## config.mk

```make
export PLATFORM = sky130hd
export DESIGN_NAME = bus_arbiter_flat
export DESIGN_NICKNAME = d
export VERILOG_FILES = /design/src/rtl/bus_pkg.sv /design/src/rtl/bus_arbiter_if.sv /design/src/rtl/bus_watchdog.sv /design/src/rtl/bus_arbiter.sv /design/src/flat_wrapper.sv
export SDC_FILE = /design/constraint.sdc
export NUM_CORES = 1
export LEC_CHECK = 0
export CAP_MARGIN = 20
export CORE_AREA = 3 3 91 93
export CTS_BUF_LIST = sky130_fd_sc_hd__clkbuf_4 sky130_fd_sc_hd__clkbuf_8
export CTS_CLUSTER_DIAMETER = 30
export DETAILED_ROUTE_END_ITERATION = 7
export DIE_AREA = 0 0 94 96
export GPL_ROUTABILITY_DRIVEN = 0
export PLACE_DENSITY = 0.71
export SYNTH_ARGS = -nofsm -noshare
export SYNTH_HDL_FRONTEND = slang
export SYNTH_HIERARCHICAL = 1
export SYNTH_SLANG_ARGS = --single-unit
```

## constraint.sdc

```tcl
create_clock -name clk_i -period 1.75 [get_ports clk_i]
set_clock_uncertainty 0.1 [all_clocks]
set_input_delay 0.35 -clock clk_i [delete_from_list [all_inputs] [get_ports clk_i]]
set_output_delay 0.35 -clock clk_i [all_outputs]
set_load 0.1 [all_outputs]
```

## src/rtl/bus_pkg.sv

```systemverilog
// rtl/bus_pkg.sv - shared grant-state, size and owner encodings for the bus arbiter
package bus_pkg;

    typedef enum logic [1:0] {
        ST_IDLE  = 2'd0,
        ST_FETCH = 2'd1,
        ST_DATA  = 2'd2
    } state_e;

    typedef enum logic {
        OWN_FETCH = 1'b0,
        OWN_DATA  = 1'b1
    } owner_e;

    localparam logic [1:0] SIZE_NONE = 2'b00;
    localparam logic [1:0] SIZE_BYTE = 2'b01;
    localparam logic [1:0] SIZE_HALF = 2'b10;

    function automatic logic is_req(input logic [1:0] size);
        return size != SIZE_NONE;
    endfunction

endpackage

```

## src/rtl/bus_arbiter_if.sv

```systemverilog
// rtl/bus_arbiter_if.sv - fetch/data unit requests and shared external bus signals
interface bus_arbiter_if;

    logic [63:0] f_adr_i;
    logic [1:0]  f_size_i;
    logic        f_vpa_i;
    logic        f_ack_o;

    logic [63:0] d_adr_i;
    logic [1:0]  d_size_i;
    logic        d_we_i;
    logic [15:0] d_dat_i;
    logic        d_ack_o;

    logic [63:0] adr_o;
    logic [1:0]  size_o;
    logic        we_o;
    logic [15:0] dat_o;
    logic        vpa_o;
    logic        ack_i;

    logic        berr_o;
    logic        berr_src_o;

    // Arbiter side: owns the external bus and routes acks back to the units
    modport master (
        input  f_adr_i, f_size_i, f_vpa_i, d_adr_i, d_size_i, d_we_i, d_dat_i, ack_i,
        output f_ack_o, d_ack_o, adr_o, size_o, we_o, dat_o, vpa_o, berr_o, berr_src_o
    );

    // Environment side: the two requesting units and the external bus slave
    modport slave (
        output f_adr_i, f_size_i, f_vpa_i, d_adr_i, d_size_i, d_we_i, d_dat_i, ack_i,
        input  f_ack_o, d_ack_o, adr_o, size_o, we_o, dat_o, vpa_o, berr_o, berr_src_o
    );

endinterface

```

## src/rtl/bus_watchdog.sv

```systemverilog
// rtl/bus_watchdog.sv - counts unacknowledged granted cycles and flags a bus timeout
module bus_watchdog #(
    parameter int TIMEOUT_CYCLES = 255
) (
    input  logic clk_i,
    input  logic resetn_i,
    input  logic active_i,
    input  logic ack_i,
    input  logic grant_change_i,
    output logic hit_o
);

    logic [7:0] wait_cnt;

    // The current cycle is the TIMEOUT_CYCLES-th one waiting without ack
    assign hit_o = active_i && !ack_i && (wait_cnt == 8'(TIMEOUT_CYCLES - 1));

    // Count waiting cycles; any ack, idle bus, owner change or timeout restarts
    always_ff @(posedge clk_i) begin
        if (!resetn_i) begin
            wait_cnt <= 8'd0;
        end else if (!active_i || ack_i || grant_change_i || hit_o) begin
            wait_cnt <= 8'd0;
        end else begin
            wait_cnt <= wait_cnt + 8'd1;
        end
    end

endmodule

```

## src/rtl/bus_arbiter.sv

```systemverilog
// rtl/bus_arbiter.sv - two-master (fetch/data) bus arbiter with lock and alternating priority; optional timeout under BUS_TIMEOUT_EN
module bus_arbiter
    import bus_pkg::*;
#(
    parameter int TIMEOUT_CYCLES = 255
) (
    input  logic          clk_i,
    input  logic          reset_i,
    bus_arbiter_if.master bus
);

    state_e state;
    state_e state_nxt;
    state_e winner;
    owner_e last_owner;
    logic   f_req;
    logic   d_req;
    logic   timeout_hit;
    logic   grant_change;

    assign f_req        = is_req(bus.f_size_i);
    assign d_req        = is_req(bus.d_size_i);
    assign grant_change = (state_nxt != state);

    // Pick the next owner: the current owner holds the lock while it requests,
    // otherwise arbitrate in the same edge, favouring whoever was not granted last
    always_comb begin
        winner = ST_IDLE;
        if (f_req && d_req) begin
            winner = (last_owner == OWN_DATA) ? ST_FETCH : ST_DATA;
        end else if (f_req) begin
            winner = ST_FETCH;
        end else if (d_req) begin
            winner = ST_DATA;
        end

        state_nxt = winner;
        case (state)
            ST_FETCH: if (f_req) state_nxt = ST_FETCH;
            ST_DATA:  if (d_req) state_nxt = ST_DATA;
            default:  state_nxt = winner;
        endcase

        if (timeout_hit) begin
            state_nxt = ST_IDLE;
        end
    end

    // Grant register and last-owner tracking for fair contention
    always_ff @(posedge clk_i) begin
        if (!reset_i) begin
            state      <= ST_IDLE;
            last_owner <= OWN_DATA;
        end else begin
            state <= state_nxt;
            if (grant_change && state_nxt != ST_IDLE) begin
                last_owner <= (state_nxt == ST_DATA) ? OWN_DATA : OWN_FETCH;
            end
        end
    end

    // External bus and ack routing follow the registered owner combinationally
    always_comb begin
        bus.adr_o   = 64'd0;
        bus.size_o  = SIZE_NONE;
        bus.we_o    = 1'b0;
        bus.dat_o   = 16'd0;
        bus.vpa_o   = 1'b0;
        bus.f_ack_o = 1'b0;
        bus.d_ack_o = 1'b0;
        case (state)
            ST_FETCH: begin
                bus.adr_o   = bus.f_adr_i;
                bus.size_o  = bus.f_size_i;
                bus.vpa_o   = bus.f_vpa_i;
                bus.f_ack_o = bus.ack_i;
            end
            ST_DATA: begin
                bus.adr_o   = bus.d_adr_i;
                bus.size_o  = bus.d_size_i;
                bus.we_o    = bus.d_we_i;
                bus.dat_o   = bus.d_dat_i;
                bus.d_ack_o = bus.ack_i;
            end
            default: ;
        endcase
    end

`ifdef BUS_TIMEOUT_EN
    bus_watchdog #(
        .TIMEOUT_CYCLES (TIMEOUT_CYCLES)
    ) u_watchdog (
        .clk_i          (clk_i),
        .resetn_i       (reset_i),
        .active_i       (state != ST_IDLE),
        .ack_i          (bus.ack_i),
        .grant_change_i (grant_change),
        .hit_o          (timeout_hit)
    );

    assign bus.berr_o     = timeout_hit;
    assign bus.berr_src_o = (state == ST_DATA);
`else
    // No watchdog: the comparison is never true for a legal timeout value
    assign timeout_hit    = (TIMEOUT_CYCLES < 0);
    assign bus.berr_o     = 1'b0;
    assign bus.berr_src_o = 1'b0;
`endif

endmodule

```

## src/flat_wrapper.sv

```systemverilog
// flat-port wrapper written by rule: the top's interface ports become plain ports
module bus_arbiter_flat import bus_pkg::*;
#(
    parameter int TIMEOUT_CYCLES = 255
)
  (clk_i, reset_i, bus_f_adr_i, bus_f_size_i, bus_f_vpa_i, bus_d_adr_i, bus_d_size_i, bus_d_we_i, bus_d_dat_i, bus_ack_i, bus_f_ack_o, bus_d_ack_o, bus_adr_o, bus_size_o, bus_we_o, bus_dat_o, bus_vpa_o, bus_berr_o, bus_berr_src_o);
  bus_arbiter_if bus_i ();
  input  logic clk_i;
  input  logic reset_i;
  input wire logic [$bits(bus_i.f_adr_i)-1:0] bus_f_adr_i;
  input wire logic [$bits(bus_i.f_size_i)-1:0] bus_f_size_i;
  input wire logic [$bits(bus_i.f_vpa_i)-1:0] bus_f_vpa_i;
  input wire logic [$bits(bus_i.d_adr_i)-1:0] bus_d_adr_i;
  input wire logic [$bits(bus_i.d_size_i)-1:0] bus_d_size_i;
  input wire logic [$bits(bus_i.d_we_i)-1:0] bus_d_we_i;
  input wire logic [$bits(bus_i.d_dat_i)-1:0] bus_d_dat_i;
  input wire logic [$bits(bus_i.ack_i)-1:0] bus_ack_i;
  output wire logic [$bits(bus_i.f_ack_o)-1:0] bus_f_ack_o;
  output wire logic [$bits(bus_i.d_ack_o)-1:0] bus_d_ack_o;
  output wire logic [$bits(bus_i.adr_o)-1:0] bus_adr_o;
  output wire logic [$bits(bus_i.size_o)-1:0] bus_size_o;
  output wire logic [$bits(bus_i.we_o)-1:0] bus_we_o;
  output wire logic [$bits(bus_i.dat_o)-1:0] bus_dat_o;
  output wire logic [$bits(bus_i.vpa_o)-1:0] bus_vpa_o;
  output wire logic [$bits(bus_i.berr_o)-1:0] bus_berr_o;
  output wire logic [$bits(bus_i.berr_src_o)-1:0] bus_berr_src_o;
  assign bus_i.f_adr_i = bus_f_adr_i;
  assign bus_i.f_size_i = bus_f_size_i;
  assign bus_i.f_vpa_i = bus_f_vpa_i;
  assign bus_i.d_adr_i = bus_d_adr_i;
  assign bus_i.d_size_i = bus_d_size_i;
  assign bus_i.d_we_i = bus_d_we_i;
  assign bus_i.d_dat_i = bus_d_dat_i;
  assign bus_i.ack_i = bus_ack_i;
  assign bus_f_ack_o = bus_i.f_ack_o;
  assign bus_d_ack_o = bus_i.d_ack_o;
  assign bus_adr_o = bus_i.adr_o;
  assign bus_size_o = bus_i.size_o;
  assign bus_we_o = bus_i.we_o;
  assign bus_dat_o = bus_i.dat_o;
  assign bus_vpa_o = bus_i.vpa_o;
  assign bus_berr_o = bus_i.berr_o;
  assign bus_berr_src_o = bus_i.berr_src_o;
  bus_arbiter #(.TIMEOUT_CYCLES(TIMEOUT_CYCLES)) u_core (.clk_i(clk_i), .reset_i(reset_i), .bus(bus_i));
endmodule
```

==> key figures, run 1 <==
STA
  – Final Hold Slack: between 400 and 500 ps
  – Post-route minimum period: 2020 ps
  – Number of pins exceeding their max-slew limit in the final report: 0
  – TNS Setup: -17060 ps
  – Setup ws final: -267 ps
  – Part of the cycle the worst path needs: 115%
  – Number of setup violations in the final report: 88
  – Number of hold violations in the final report: 0
  – F_max: between 400 and 500 MHz
  – Setup repair after global routing missed its margin: true

Die
  – X dimension of the die: between 90 and 100 µm
  – Chip height: roughly 96 µm
  – Floorplan row count: 32
  – Die area: approximately 9000 µm²
  – Std-Cell Core Area: 7610 µm²
  – Initial Util: approximately 16%
  – I/O pin cnt: approximately 240

Synthesis
  – Cell taking the most area after synthesis: a22oi_1
  – Proportion of netlist area held by the largest area contributor: about two fifths
  – Count of mapped cells out of synthesis: 207
  – Commonest register cell after synthesis: dfxtp_1
  – Post-synthesis async set-or-reset flop share: 0%
  – Yosys Warn Count: 6
  – Mapped cell area: 1200 µm²
  – Count of unique library cells instantiated by Yosys: 22
  – Main area contributors after synthesis: a22oi_1 (41%), nor2_1 (22%), and2_1 (11%)
  – Fraction of the yosys area taken by sequential cells: under 10%
  – Register bit count reported by yosys: 3
  – Number of synthesized flops with an enable pin: 0
  – Post-Synthesis Mean Instance Area: between 5 and 6 µm²

Finish
  – Total number of nets in the final design: about 620
  – Utilization of the core after routing: 78.7%
  – Area added between synthesis and finish: 398%
  – Most frequent cells in the layout: clkdlybuf4s50_1 (152), buf_12 (95), nor2_4 (61)
  – Non-filler cells, final: about 560
  – Leading cell type in the layout, fill and taps excluded: clkdlybuf4s50_1
  – Share of post-route cells with drive strength above 1: roughly three fifths
  – Antenna diode count: 0

Min path
  – Hold Crit Endpoint: u_core/last_owner
  – Hold-critical path depth: 2
  – Worst min-delay path class: reg2reg
  – Hold path startpoint: u_core/last_owner

Global routing
  – Aggregate global-route resource usage: roughly 23%
  – Number of global-route vias before repair: between 2k and 3k
  – Global-route wire length before repair: approximately 16 mm
  – Total overflow reported by the global router: 0
  – Antenna violations before repair: 0
  – Maximum number of pins on one net before global-route repair: 31

Route
  – Count of unresolved DRC violations after routing: 0
  – Drt pass-1 iters: 4
  – Top Layer Used: met4
  – Met3 wire length: just under 1 mm
  – Post-route met1 wirelength: approximately 3.6 mm
  – Detail Route met2 WL: between 6 and 7 mm
  – Post-route ant nets: 0
  – Number of DRC markers in iteration 0: 91
  – Routed wire length: about 11 mm
  – Average vias per placed instance: 4.79
  – Per-cell routed wire length: 20.2 µm
  – Via count: approximately 2.7k

Clocking
  – Number of clock sinks: 3
  – Clock edge transition at the registers on the reported setup and hold paths: 30 ps
  – Total number of H-tree levels: 1
  – Insertion delay of the later-clocked pin in the worst-skew pair: about 210 ps
  – TritonCTS Buffers: 3
  – TritonCTS clock tree: yes
  – Maximum buffer depth of the clock tree: 2
  – Clock Root Buffer: clkbuf_8

Setup path
  – Critical setup path kind: reg2out
  – Type of element capturing the critical path: output port
  – Critical path, cell by cell: inv_2 -> ha_4 -> buf_12 -> buf_8 -> a22oi_1 -> nor2_2 -> buf_12
  – End of the worst register-to-register path: u_core/last_owner
  – Reg-to-reg startpoint: u_core/state[1]
  – Family with the most delay on the worst path: buffers and inverters
  – Cell occurring most often along the worst timing path: buf_12
  – Critical Path Fanout Max: 7
  – Buf+Inv Stages, Crit Path: 4
  – Arrival time reported for the critical path endpoint: between 1500 and 2000 ps
  – Path depth of the worst reg2reg path: 7
  – CP Launch Type: flip-flop
  – Delay of the slowest cell on the worst path: 360 ps
  – Slowest cell on the critical path: dfxtp_4
  – Worst-case register-to-register setup slack: -250 ps
  – WP data required: between 1000 and 1500 ps

Power
  – Leakage component of the power: a little over 2 nW
  – Total Power Consumption: 0.0111 W
  – Pwr per Cell Area: roughly 1800 nW/µm²
  – Maximum VDD drop: between 1 and 1.5 mV

Placement
  – # port buffers: between 200 and 250
  – HPWL after detailed placement: roughly 8.3 mm
  – # placed instances: 540

Run status
  – Outcome: finished with violations
  – Violated checks: negative setup slack

Run
  – Maxcap violations: 0
==> area by class of cell <==
| class | instances | area [µm²] |
|---|---|---|
| fillers | 439 | 1620 |
| flip-flops and latches | 3 | 67.6 |
| inverters | 3 | 13.8 |
| well taps | 102 | 128 |
| multi-input cells | 175 | 1890 |
| clock buffers | 4 | 48.8 |
| repair buffers | 277 | 3840 |
==> tightest hold or removal path: stages, from the launching register on <==
cell and delay, ps:
dfxtp_1 370, a21oi_1 90, nand3_1 70
==> how the worst max path moves through the flow <==
| stage | start | to | depth (start not counted) |
|---|---|---|---|
| after global routing | u_core/state[0] | bus_adr_o[42] | 7 |
| after global placement | bus_f_size_i[0] | u_core/last_owner | 5 |
| after CTS | u_core/state[1] | bus_adr_o[38] | 7 |
| after detailed placement | bus_f_size_i[0] | u_core/last_owner | 5 |
| final | u_core/state[0] | bus_adr_o[44] | 7 |
| after floorplan | u_core/state[0] | bus_adr_o[46] | 6 |
==> logic make-up (layout without fill, tap and decap cells) <==
logic type | Yosys count | in the layout | share of synthesized area, %
adders and majority gates | 2 | 2 | 2.08
and+or+nand+nor | 100 | 100 | 37.3
DFF | 3 | 3 | 4.99
AOI/OAI and AO/OA | 70 | 70 | 44.2
muxes | 1 | 1 | 0.832
buffers and inverters | 30 | 284 | 10.3
other | 1 | 2 | 0.312
==> synthesized netlist by cell type (2+ instances only) <==
master	n
nor2_1	71
and2_1	22
dfxtp_1	3
a22oi_1	66
buf_4	3
inv_1	3
ha_1	2
buf_1	4
clkbuf_1	20
==> layer usage <==
layer  track usage (%)  up-vias
li1                  -     1251
met1              22.7     1273
met2              43.8      147
met3              6.41       30
met4              9.87        0
met5                 0        -
==> sequential cells by signal, summed over array words and instances (netlist names) <==
| signal | flops |
|---|---|
| u_core/state | 2 |
| u_core/last_owner | 1 |
==> power by group <==
part	total [W]	internal (W)	leakage, nW	switching, W
sequential	0.000147	0.000107	0.0262	0.0000401
clock	0.000214	0.000171	0.0262	0.0000432
combinational	0.0107	0.00431	1.99	0.00639
==> what timing repair did <==
| action | in CTS | in global routing |
|---|---|---|
| hold buffers | 0 | 0 |
| endpoints found under the setup margin | 87 | 89 |
| setup buffers | 10 | 3 |
| gates resized for setup | 77 | 28 |
| cloned | 5 | 3 |
| pin swaps | 11 | 7 |
==> stage by stage <==
stage                     area (µm²)  setup WS [ps]
after floorplan                 1890           -572
after global placement          5230           -277
after detailed placement        5230           -300
final                           5990           -267
after global routing            5990           -315
after CTS                       5790           -266
Power figures use the tool's default switching activity.
==> inputs of run 2 (changes only) <==
Settings changed: CTS_CLUSTER_SIZE from default to 28, TNS_END_PERCENT from default to 1.
==> run 2 against run 1 <==
Effect of this change: the flow still finishes with violations (negative setup slack); final cell count decreased by 3.0%; register-to-register slack improved by 40 ps; critical path type unchanged; global-route usage decreased by 4.7 points; count of clock-buffer cells in the layout unchanged; hold slack got worse by 1.0 ps; critical path depth unchanged; power decreased by 17%.
==> key figures, run 2 (synthesized netlist as in run 1, its figures left out) <==
Global routing
  – Global-route wire length before repair: 12.9 mm
  – Number of global-route vias before repair: 2556
  – Antenna violations before repair: 0
  – Aggregate global-route resource usage: a little under a fifth
  – Total overflow reported by the global router: 0
  – Maximum number of pins on one net before global-route repair: 31

Setup path
  – Type of element capturing the critical path: output port
  – Slowest cell on the critical path: dfxtp_2
  – Path depth of the worst reg2reg path: 6
  – Critical Path Fanout Max: 13
  – Critical Path Stages: 7
  – Critical setup path kind: reg2out
  – Arrival time reported for the critical path endpoint: between 1500 and 2000 ps
  – WP data required: roughly 1300 ps
  – Family with the most delay on the worst path: buffers and inverters
  – Launching instance or port of the critical path: u_core/state[1]
  – Cell occurring most often along the worst timing path: buf_12
  – Buf+Inv Stages, Crit Path: 4
  – CP Launch Type: flip-flop
  – Critical path, cell by cell: buf_4 -> ha_4 -> buf_12 -> buf_12 -> a22oi_1 -> nor2_2 -> buf_12
  – Delay of the slowest cell on the worst path: about 310 ps
  – Reg-to-reg startpoint: u_core/state[1]

Placement
  – # placed instances: between 500 and 600
  – Worst setup slack before clock tree synthesis: -395 ps
  – HPWL after detailed placement: approximately 7.6 mm
  – # port buffers: between 200 and 250

STA
  – Final Hold Slack: about 460 ps
  – Number of pins exceeding their max-slew limit in the final report: 0
  – Setup ws final: -273 ps
  – Post-route minimum period: 2020 ps
  – Number of setup violations in the final report: 87
  – Setup repair after global routing missed its margin: true
  – TNS Setup: -17690 ps
  – Part of the cycle the worst path needs: 116%
  – Number of hold violations in the final report: 0
  – F_max: around 490 MHz

Route
  – Routed wire length: between 9 and 10 mm
  – Post-route ant nets: 0
  – Drt pass-1 iters: 4
  – Per-cell routed wire length: roughly 17 µm
  – Number of DRC markers in iteration 0: just under 60
  – Via count: between 2k and 3k
  – Average vias per placed instance: between 4 and 5
  – Count of unresolved DRC violations after routing: 0

Finish
  – Total number of nets in the final design: approximately 600
  – Registers with the most flip-flops: u_core/state: 2 flops, u_core/last_owner: 1 flops
  – Most flop-heavy register: u_core/state
  – Non-filler cells, final: around 550
  – Flip-flop count of the largest register after layout: 2
  – Leading cell type in the layout, fill and taps excluded: clkdlybuf4s50_1
  – Most frequent cells in the layout: clkdlybuf4s50_1 (150), buf_12 (94), nor2_2 (66)
  – Antenna diode count: 0
  – Area added between synthesis and finish: 341%
  – Utilization of the core after routing: 69.8%
  – Share of post-route cells with drive strength above 1: a little under three fifths

Power
  – Leakage component of the power: 1.88 nW
  – Pwr per Cell Area: ~1700 nW/µm²
  – Maximum VDD drop: roughly 0.95 mV

Clocking
  – Number of hold-repair buffers added at the cts stage: 0
  – Total number of H-tree levels: 1
  – Clock Root Buffer: clkbuf_8
  – Number of clock sinks: 3
  – TritonCTS Buffers: 3
  – TritonCTS clock tree: yes
  – Clock edge transition at the registers on the reported setup and hold paths: 30 ps
  – Insertion delay of the later-clocked pin in the worst-skew pair: 220 ps
  – Maximum buffer depth of the clock tree: 2

Run status
  – Violated checks: negative setup slack
  – Outcome: finished with violations

Die
  – Chip height: between 90 and 100 µm
  – Floorplan row count: 32
  – Die area: ~9000 µm²
  – Std-Cell Core Area: between 7000 and 8000 µm²
  – X dimension of the die: 94 µm
  – I/O pin cnt: between 200 and 250
  – Initial Util: around 16%

Min path
  – Hold-critical path depth: 2
  – Worst min-delay path class: reg2reg
  – Hold path startpoint: u_core/last_owner

Run
  – Maxcap violations: 0
[run 2: path summary, 6_finish.rpt]
check / endpoint / slack [ps]
max: bus_adr_o[10] / -270
min: u_core/last_owner / 460
max reg2reg: u_core/last_owner / -210
min reg2reg: u_core/last_owner / 460
[run 2: timing repair]
item	in CTS	in global routing
cloned	0	3
endpoints found under the setup margin	86	89
buffers inserted	0	3
pin swaps	2	5
resized for setup	22	57
[run 2: per-layer routing]
layer	wire length, µm	part of all wire [%]	track usage (%)	vias up
li1	-	-	-	1212
met1	2990	32	17.4	1161
met2	5260	56	36.7	139
met3	987	11	6.18	10
met4	97	1.0	3.85	0
met5	0	0	0	-
[run 2: layout make-up]
class / count / area (µm²)
Sequential cell: 3 / 62.6
Fill cell: 574 / 2300
Timing Repair Buffer: 260 / 3570
Inverter: 3 / 11.3
Multi-Input combinational cell: 175 / 1480
Clock buffer: 4 / 48.8
Tap cell: 102 / 128
[run 2: worst reg2reg max path: stages, from the launching register on]
cell,delay (ps)
dfxtp_2,310
inv_1,110
ha_4,200
or3b_1,380
a221oi_2,310
mux2i_1,300
nand3_1,120
[run 2: per-stage QoR]
| stage | area [µm²] | power, W |
|---|---|---|
| after floorplan | 1370 | 0.00515 |
| after global placement | 4830 | 0.00827 |
| after detailed placement | 4830 | 0.00836 |
| after CTS | 4950 | 0.00874 |
| after global routing | 5310 | 0.00950 |
| final | 5310 | 0.00919 |
[run 2: where the power goes]
group	internal [W]	switching [W]	leakage [nW]	total [W]
sequential	0.000100	0.0000236	0.0256	0.000124
clock	0.000171	0.0000491	0.0262	0.000220
combinational	0.00334	0.00550	1.83	0.00885
total	0.00361	0.00558	1.88	0.00919
==> inputs of run 3 (changes only) <==
Settings changed: CORE_AREA 3 3 91 93 to 3 3 92 94, CTS_BUF_LIST sky130_fd_sc_hd__clkbuf_4 sky130_fd_sc_hd__clkbuf_8 to default, DIE_AREA 0 0 94 96 to 0 0 95 97, DONT_BUFFER_PORTS from default to 1, PLACE_DENSITY 0.71 to default.
==> run 3 against run 2 <==
Effect of this change: the flow still finishes with violations (negative setup slack); sequential cell count unchanged; fmax increased by 3.8%; via count decreased by 20%; global-route usage decreased by 2.1 points; non-clock buffer count decreased by 158; critical path type unchanged.
==> key figures, run 3 (synthesized netlist as in run 1, its figures left out) <==
Run status
  – Outcome: finished with violations
  – Violated checks: negative setup slack

Clocking
  – Clock Root Buffer: clkbuf_8
  – Maximum buffer depth of the clock tree: 2
  – Clock edge transition at the registers on the reported setup and hold paths: roughly 30 ps
  – Insertion delay of the later-clocked pin in the worst-skew pair: approximately 220 ps
  – Number of hold-repair buffers added at the cts stage: 0
  – Number of clock sinks: 3
  – Total number of H-tree levels: 1
  – TritonCTS Buffers: 3
  – TritonCTS clock tree: yes

Route
  – Count of unresolved DRC violations after routing: 0
  – Via count: a little over 2k
  – Post-route met1 wirelength: ~2.7 mm
  – Routed wire length: around 7.9 mm
  – Post-route ant nets: 0
  – Top Layer Used: met5
  – Met3 wire length: just over 900 µm
  – Drt pass-1 iters: 4
  – Detail Route met2 WL: 4.24 mm
  – Number of DRC markers in iteration 0: 74
  – Per-cell routed wire length: between 20 and 25 µm
  – Average vias per placed instance: about 5.2

Setup path
  – Cell occurring most often along the worst timing path: buf_12
  – Family with the most delay on the worst path: buffers and inverters
  – CP Launch Type: flip-flop
  – Critical setup path kind: reg2out
  – Slowest cell on the critical path: dfxtp_4
  – Delay of the slowest cell on the worst path: about 350 ps
  – Critical path, cell by cell: inv_2 -> ha_4 -> buf_12 -> a22oi_1 -> nor2_2 -> buf_12
  – Critical Path Stages: 6
  – WP data required: 1300 ps
  – Type of element capturing the critical path: output port
  – Critical Path Fanout Max: 32
  – Worst-case register-to-register setup slack: -140 ps
  – Path depth of the worst reg2reg path: 6
  – Buf+Inv Stages, Crit Path: 3
  – Arrival time reported for the critical path endpoint: roughly 1500 ps

Finish
  – Antenna diode count: 0
  – Total number of nets in the final design: between 400 and 500
  – Registers with the most flip-flops: u_core/state: 2 flops, u_core/last_owner: 1 flops
  – Flip-flop count of the largest register after layout: 2
  – Share of post-route cells with drive strength above 1: 73.2%
  – Finished Cell Area: approximately 3500 µm²
  – Area added between synthesis and finish: 194%
  – Most frequent cells in the layout: buf_12 (92), nor2_2 (61), a22oi_1 (56)
  – Most flop-heavy register: u_core/state
  – Utilization of the core after routing: between 40% and 50%
  – Leading cell type in the layout, fill and taps excluded: buf_12

Power
  – Switching part of the total: between 60 and 70%
  – Cell internal pwr: between 0.003 and 0.004 W
  – Net switching power figure: around 0.0054 W
  – Gate power share: between 90% and 100%
  – Total Power Consumption: roughly 0.0085 W
  – Seq pwr share: around 1.6%
  – Pwr per Cell Area: around 2400 nW/µm²
  – Maximum VDD drop: ~0.8 mV
  – Leakage component of the power: about 1.2 nW
  – Clock share of power: between 2 and 2.5%

Die
  – Floorplan row count: 32
  – Initial Util: ~16%
  – X dimension of the die: between 90 and 100 µm
  – I/O pin cnt: 241
  – Chip height: about 97 µm
  – Std-Cell Core Area: between 7000 and 8000 µm²
  – Die area: ~9000 µm²

STA
  – F_max: 513 MHz
  – Number of setup violations in the final report: about 80
  – Final Hold Slack: between 150 and 200 ps
  – Setup ws final: -199 ps
  – Post-route minimum period: about 1900 ps
  – Part of the cycle the worst path needs: 111%
  – Setup repair after global routing missed its margin: true
  – Number of pins exceeding their max-slew limit in the final report: 0
  – TNS Setup: -12180 ps
  – Number of hold violations in the final report: 0

Global routing
  – Antenna violations before repair: 1
  – Global-route wire length before repair: roughly 11 mm
  – Number of global-route vias before repair: 2120
  – Total overflow reported by the global router: 0
  – Aggregate global-route resource usage: between 10% and 20%
  – Maximum number of pins on one net before global-route repair: 33

Placement
  – # port buffers: 0
  – HPWL after detailed placement: 6.65 mm
  – Instance area after placement: roughly 3300 µm²

Min path
  – Hold-critical path depth: 2
  – Worst min-delay path class: in2reg

Run
  – Maxcap violations: 0
[run 3: metrics by stage]
step / setup WS, ps / instances
after floorplan: -925 / 208
after global placement: -97.9 / 384
after detailed placement: -199 / 384
after CTS: -197 / 389
after global routing: -298 / 389
final: -199 / 389
[run 3: worst paths after layout]
path / start / end
worst max-delay path: u_core/state[0] / bus_adr_o[59]
worst min-delay path: reset_i / u_core/state[0]
worst max register to register: u_core/state[1] / u_core/last_owner
worst min register to register: u_core/last_owner / u_core/last_owner
[run 3: layout make-up]
class / instances / area [µm²]
Inverter: 3 / 11.3
Fill cell: 676 / 4190
Timing Repair Buffer: 102 / 1950
Multi-Input combinational cell: 175 / 1340
Tap cell: 102 / 128
Clock buffer: 4 / 45.0
Sequential cell: 3 / 65.1
[run 3: worst reg2reg max path: cells and delay by family (launching register included)]
kind	cells	cell delay, ps
and+or+nand+nor	2	480
muxes	1	230
buffers and inverters	1	80
AOI/OAI and AO/OA	1	350
DFF	1	330
adders and majority gates	1	200
[run 3: per-layer routing]
metal,GRT usage [%],up-vias
met5,0,-
met4,4.11,2
met3,5.52,11
met2,30.2,157
met1,16.1,959
li1,-,896
[run 3: power groups by stage]
stage          Combinational [W]  Clock [W]  Sequential [W]
2_1_floorplan            0.00504          0        0.000114
3_3_place_gp             0.00774          0        0.000119
3_5_place_dp             0.00786          0        0.000121
4_1_cts                  0.00817   0.000207        0.000134
5_1_grt                  0.00847   0.000220        0.000139
6_report                 0.00817   0.000202        0.000135
[run 3: what timing repair did]
item                       4_1_cts  5_1_grt
gates cloned                     1        0
setup endpoints to repair       89       88
setup buffers                    0        0
pin swaps                        4        2
gates resized for setup         42        4
==> edit 1: new RTL, flow settings as in run 3 <==
The 3 states of `state_e` get a one-hot encoding in 3 bits.
--- a/src/rtl/bus_pkg.sv
+++ b/src/rtl/bus_pkg.sv
@@ -2,8 +2,8 @@
 package bus_pkg;
 
-    typedef enum logic [1:0] {
-        ST_IDLE  = 2'd0,
-        ST_FETCH = 2'd1,
-        ST_DATA  = 2'd2
+    typedef enum logic [2:0] {
+        ST_IDLE  = 3'b001,
+        ST_FETCH = 3'b010,
+        ST_DATA  = 3'b100
     } state_e;
 
Behaviour: same outputs for any inputs over 10 cycles, from zero or initial values and one cycle with reset_i low; not proved beyond that.
==> edit 1 against run 3 <==
The run still ends with negative setup slack left. Critical path type unchanged. Worst hold slack worse by 0.085 ns. Maximum frequency down 1.1%. Synthesized area down 8.8%. Final area down 13%. Critical path depth down 1. Sequential cell count up 1. Global-route usage down 3.4 points. Register-to-register slack better by 0.65 ns. Routed wire length down 17%. Setup slack worse by 0.022 ns. Highest routed layer is now met4.
Power is left out: it rests on default switching activity, and per cell area and clock period it moved more than threefold.
==> edit 1: results <==
# TYPE chip_impl_metric gauge
chip_impl_info{name="ys_top_cells_by_count",value="67 x a22o_1, 18 x and2_1, 9 x buf_6"} 1
chip_impl_info{name="violated_checks",value="negative setup slack"} 1
chip_impl_metric{name="reg2regPathDepth",unit=""} 5
chip_impl_metric{name="cp_max_fo",unit=""} 53
chip_impl_metric{name="critPathArrivalTime",unit="ns"} 1.52
chip_impl_metric{name="final_wirelength",unit="mm"} 6.56
chip_impl_metric{name="synth_area_in_compound_gates",unit="%"} 58.4
chip_impl_metric{name="timing.hold.ws",unit="ns"} 0.0926
chip_impl_info{name="outcome",value="finished with violations"} 1
chip_impl_metric{name="depth_of_the_worst_hold_timing_path",unit=""} 1
chip_impl_metric{name="post-route-worst-setup-slack",unit="ns"} -0.221
chip_impl_info{name="reg2reg_capture_point",value="u_core/state[2]$_SDFF_PN0_"} 1
chip_impl_metric{name="placement.setup.worst_slack",unit="ns"} -0.00121
chip_impl_metric{name="first_global_vias",unit=""} 1532
chip_impl_metric{name="cts_resized",unit=""} 3
chip_impl_metric{name="antenna_found_initial",unit=""} 0
chip_impl_metric{name="post_synth_mux_area_share",unit="%"} 0
chip_impl_info{name="largest_registers",value="u_core/state: 3 flops, u_core/last_owner: 1 flops"} 1
chip_impl_metric{name="setup_violations",unit=""} 84
chip_impl_metric{name="crit_path_max_incr_delay",unit="ns"} 0.33
chip_impl_metric{name="drt_iter0_markers",unit=""} 36
chip_impl_metric{name="synth.cell_area",unit="mm2"} 0.00110
chip_impl_metric{name="grt_first_pass_wirelength",unit="mm"} 9.03
chip_impl_info{name="yosys-top-cells-area",value="a22o_1 54%, and2_1 10%, buf_6 9.2%"} 1
chip_impl_info{name="timing.critical_path.from",value="u_core/state[1]$_SDFF_PN0_"} 1
chip_impl_metric{name="final_standard_cell_count_with_taps_included_and_fillers_excluded",unit=""} 314
chip_impl_metric{name="number_of_placed_cells_counting_well_taps",unit=""} 311
chip_impl_metric{name="grt_start_max_net_pins",unit=""} 54
chip_impl_metric{name="adder_cell_area_share_of_the_yosys_netlist",unit="%"} 0
chip_impl_info{name="critPathSlowestCell",value="dfxtp_2"} 1
chip_impl_info{name="worstHoldEndpoint",value="u_core/state[0]$_SDFF_PN1_"} 1
chip_impl_metric{name="fill_cells",unit=""} 707
-- edit 1: cell count changes in the layout (fill, tap and decap cells not counted), moves of 10 or more --
| cell | run 3 | this run |
|---|---|---|
| a22o_2 | 0 | 60 |
| a22oi_1 | 56 | 0 |
| a22oi_2 | 10 | 0 |
| and2_2 | 0 | 18 |
| and2_4 | 20 | 0 |
| nor2_2 | 61 | 1 |
-- edit 1: layout make-up --
class	instances	area share, %
well taps	102	4.15
repair buffers	92	59.1
flip-flops and latches	4	2.69
clock buffers	3	1.34
multi-input cells	112	32.6
inverters	1	0.122
-- edit 1: layer usage --
metal / track usage, % / share of wire, %
met1: 13.1 / 31
met2: 23.9 / 55
met3: 4.51 / 13
met4: 1.66 / 0.50
met5: 0 / 0
-- edit 1: through the flow --
stage,setup TNS [ns],instance area (um2)
after floorplan,-4.65,1200
after global placement,0,3000
after detailed placement,-0.00121,3000
after CTS,-14.39,3050
after global routing,-18.98,3080
final,-14.22,3080
==> edit 2: new RTL, config.mk and constraints of run 3 <==
Without the edit above. Add a define of `BUS_TIMEOUT_EN`.
--- a/src/rtl/bus_arbiter.sv
+++ b/src/rtl/bus_arbiter.sv
@@ -1,3 +1,5 @@
 // rtl/bus_arbiter.sv - two-master (fetch/data) bus arbiter with lock and alternating priority; optional timeout under BUS_TIMEOUT_EN
+`define BUS_TIMEOUT_EN
+
 module bus_arbiter
     import bus_pkg::*;
Check against the original RTL: not equivalent (a bounded check fails within 4 cycles, from zero or initial values and one cycle with reset_i low).
==> edit 2 against run 3 <==
Final area is 37% higher. Power is 17% higher. The flow still finishes with violations (negative setup slack). First-iteration DRC count decreased by 6.8%. Routed wire length up 22%. Highest routed layer is now met4. Largest power group unchanged. Sequential power grew 130%. Setup slack lost 0.24 ns. Sequential cell count up 8. Synthesized area is 51% higher.
==> edit 2: results <==
# TYPE chip_impl_metric gauge
chip_impl_metric{name="synthesis.area_per_instance",unit="um2"} 7.18
chip_impl_metric{name="syn-num-nets",unit=""} 410
chip_impl_metric{name="p_leak",unit="nW"} 1.69
chip_impl_metric{name="final_net_count",unit=""} 510
chip_impl_metric{name="placement.cell_area",unit="mm2"} 0.00427
chip_impl_info{name="yosys-top-cells-area",value="a22oi_1 28%, nor2b_1 23%, dfxtp_1 12%"} 1
chip_impl_metric{name="antenna_found_initial",unit=""} 0
chip_impl_metric{name="antenna_cells_inserted",unit=""} 0
chip_impl_metric{name="synth_area_in_compound_gates",unit="%"} 35.3
chip_impl_metric{name="insertion_delay",unit="ns"} 0.25
chip_impl_metric{name="setup_violations",unit=""} 98
chip_impl_metric{name="post-route-worst-setup-slack",unit="ns"} -0.442
chip_impl_metric{name="switching_share",unit="%"} 56.1
chip_impl_metric{name="first_global_vias",unit=""} 2674
chip_impl_metric{name="critPathArrivalTime",unit="ns"} 1.74
chip_impl_info{name="ys_top_cells_by_count",value="67 x a22oi_1, 67 x nor2b_1, 22 x clkbuf_1"} 1
chip_impl_metric{name="placement.setup.worst_slack",unit="ns"} -0.490
chip_impl_metric{name="route.vias.total",unit=""} 2424
chip_impl_metric{name="fill_cells",unit=""} 578
chip_impl_metric{name="post-dp-hpwl",unit="mm"} 7.37
chip_impl_metric{name="post_synth_xor_area_fraction",unit="%"} 2.42
chip_impl_metric{name="inserted_clock_buffers",unit=""} 3
chip_impl_info{name="outcome",value="finished with violations"} 1
chip_impl_metric{name="grt_start_max_net_pins",unit=""} 46
chip_impl_metric{name="synth.distinct_cells",unit=""} 38
chip_impl_info{name="largest_registers",value="u_core/u_watchdog/wait_cnt: 8 flops, u_core/state: 2 flops, u_core/last_owner: 1 flops"} 1
chip_impl_metric{name="max_transition_margin",unit="%"} 77.8
chip_impl_metric{name="final_standard_cell_count_with_taps_included_and_fillers_excluded",unit=""} 453
chip_impl_metric{name="drt_iter0_markers",unit=""} 69
chip_impl_metric{name="adder_cell_area_share_of_the_yosys_netlist",unit="%"} 3.46
chip_impl_metric{name="cts.clk_slew.worst_paths",unit="ns"} 0.05
chip_impl_metric{name="drt-wirelength-per-cell",unit="um"} 21.3
chip_impl_metric{name="synth-seq-area-share",unit="%"} 12.2
chip_impl_metric{name="number_of_placed_cells_counting_well_taps",unit=""} 444
chip_impl_info{name="violated_checks",value="negative setup slack"} 1
==> edit 2: cell types whose count changed after synthesis, moves of 4 or more <==
cell	before	now
nand2_1	1	5
nor2_1	71	8
nor2b_1	0	67
inv_1	3	9
dfxtp_1	3	11
==> edit 2: layer usage <==
layer	share of wire [%]	GRT usage, %
met5	0	0
met3	8.6	5.21
met1	34	21.1
met4	2.4	6.66
met2	55	36.3
==> edit 2: cells by family after synthesis <==
logic type,Yosys count
AO/OA/AOI/OAI,82
XOR/XNOR,5
adder cells (fa/ha/maj),5
buffers and inverters,33
flip-flops,11
multiplexers,1
AND/OR/NAND/NOR,115
==> edit 2: worst max-delay path, stage by stage, from the launching register on <==
cell and delay (ns):
dfxtp_2 0.33, buf_4 0.11, ha_4 0.15, buf_6 0.11, buf_16 0.24, a22oi_1 0.15, nor2b_2 0.17, buf_12 0.19
==> edit 2: per-stage QoR <==
step | util (%) | TNS, ns | hold WS [ns] | power, mW
floorplan | - | -90.87 | 0.328 | 6.17
global placement | 55.3 | -17.89 | 0.335 | 8.68
detailed placement | 55.3 | -22.96 | 0.340 | 8.79
CTS | 60.9 | -34.00 | 0.0852 | 9.68
global route | 63.0 | -35.77 | 0.102 | 10.3
finish | 63.0 | -30.01 | 0.0969 | 9.93
==> edit 2: layout make-up <==
cell class	count	area share (%)
Inverter	9	0.746
Tap cell	102	2.62
Clock inverter	1	0.103
Sequential cell	11	4.60
Multi-Input combinational cell	208	47.2
Timing Repair Buffer	119	43.9
Clock buffer	3	0.849
==> edit 2: repair_timing <==
item,CTS,global route
pin swaps,11,39
hold buffers,0,0
endpoints found under the setup margin,98,98
cloned,3,0
hold endpoints to repair,0,0
buffers inserted,1,1
resized for setup,64,43
==> edit 2: power by group through the flow <==
stage	registers [mW]	logic, mW	clock network [mW]
finish	0.313	9.35	0.265
global route	0.317	9.67	0.276
CTS	0.310	9.10	0.269
detailed placement	0.310	8.48	0
global placement	0.308	8.38	0
floorplan	0.314	5.85	0
==> edit 2: path summary, 6_finish.rpt <==
kind | to | start | cells after the start
max reg2reg | u_core/u_watchdog/wait_cnt[1]$_SDFF_PP0_ | u_core/state[0]$_SDFF_PN0_ | 12
max | bus_adr_o[57] | u_core/state[1]$_SDFF_PN0_ | 7
min | u_core/last_owner$_SDFFE_PN1P_ | reset_i | 1
min reg2reg | u_core/u_watchdog/wait_cnt[1]$_SDFF_PP0_ | u_core/u_watchdog/wait_cnt[1]$_SDFF_PP0_ | 2
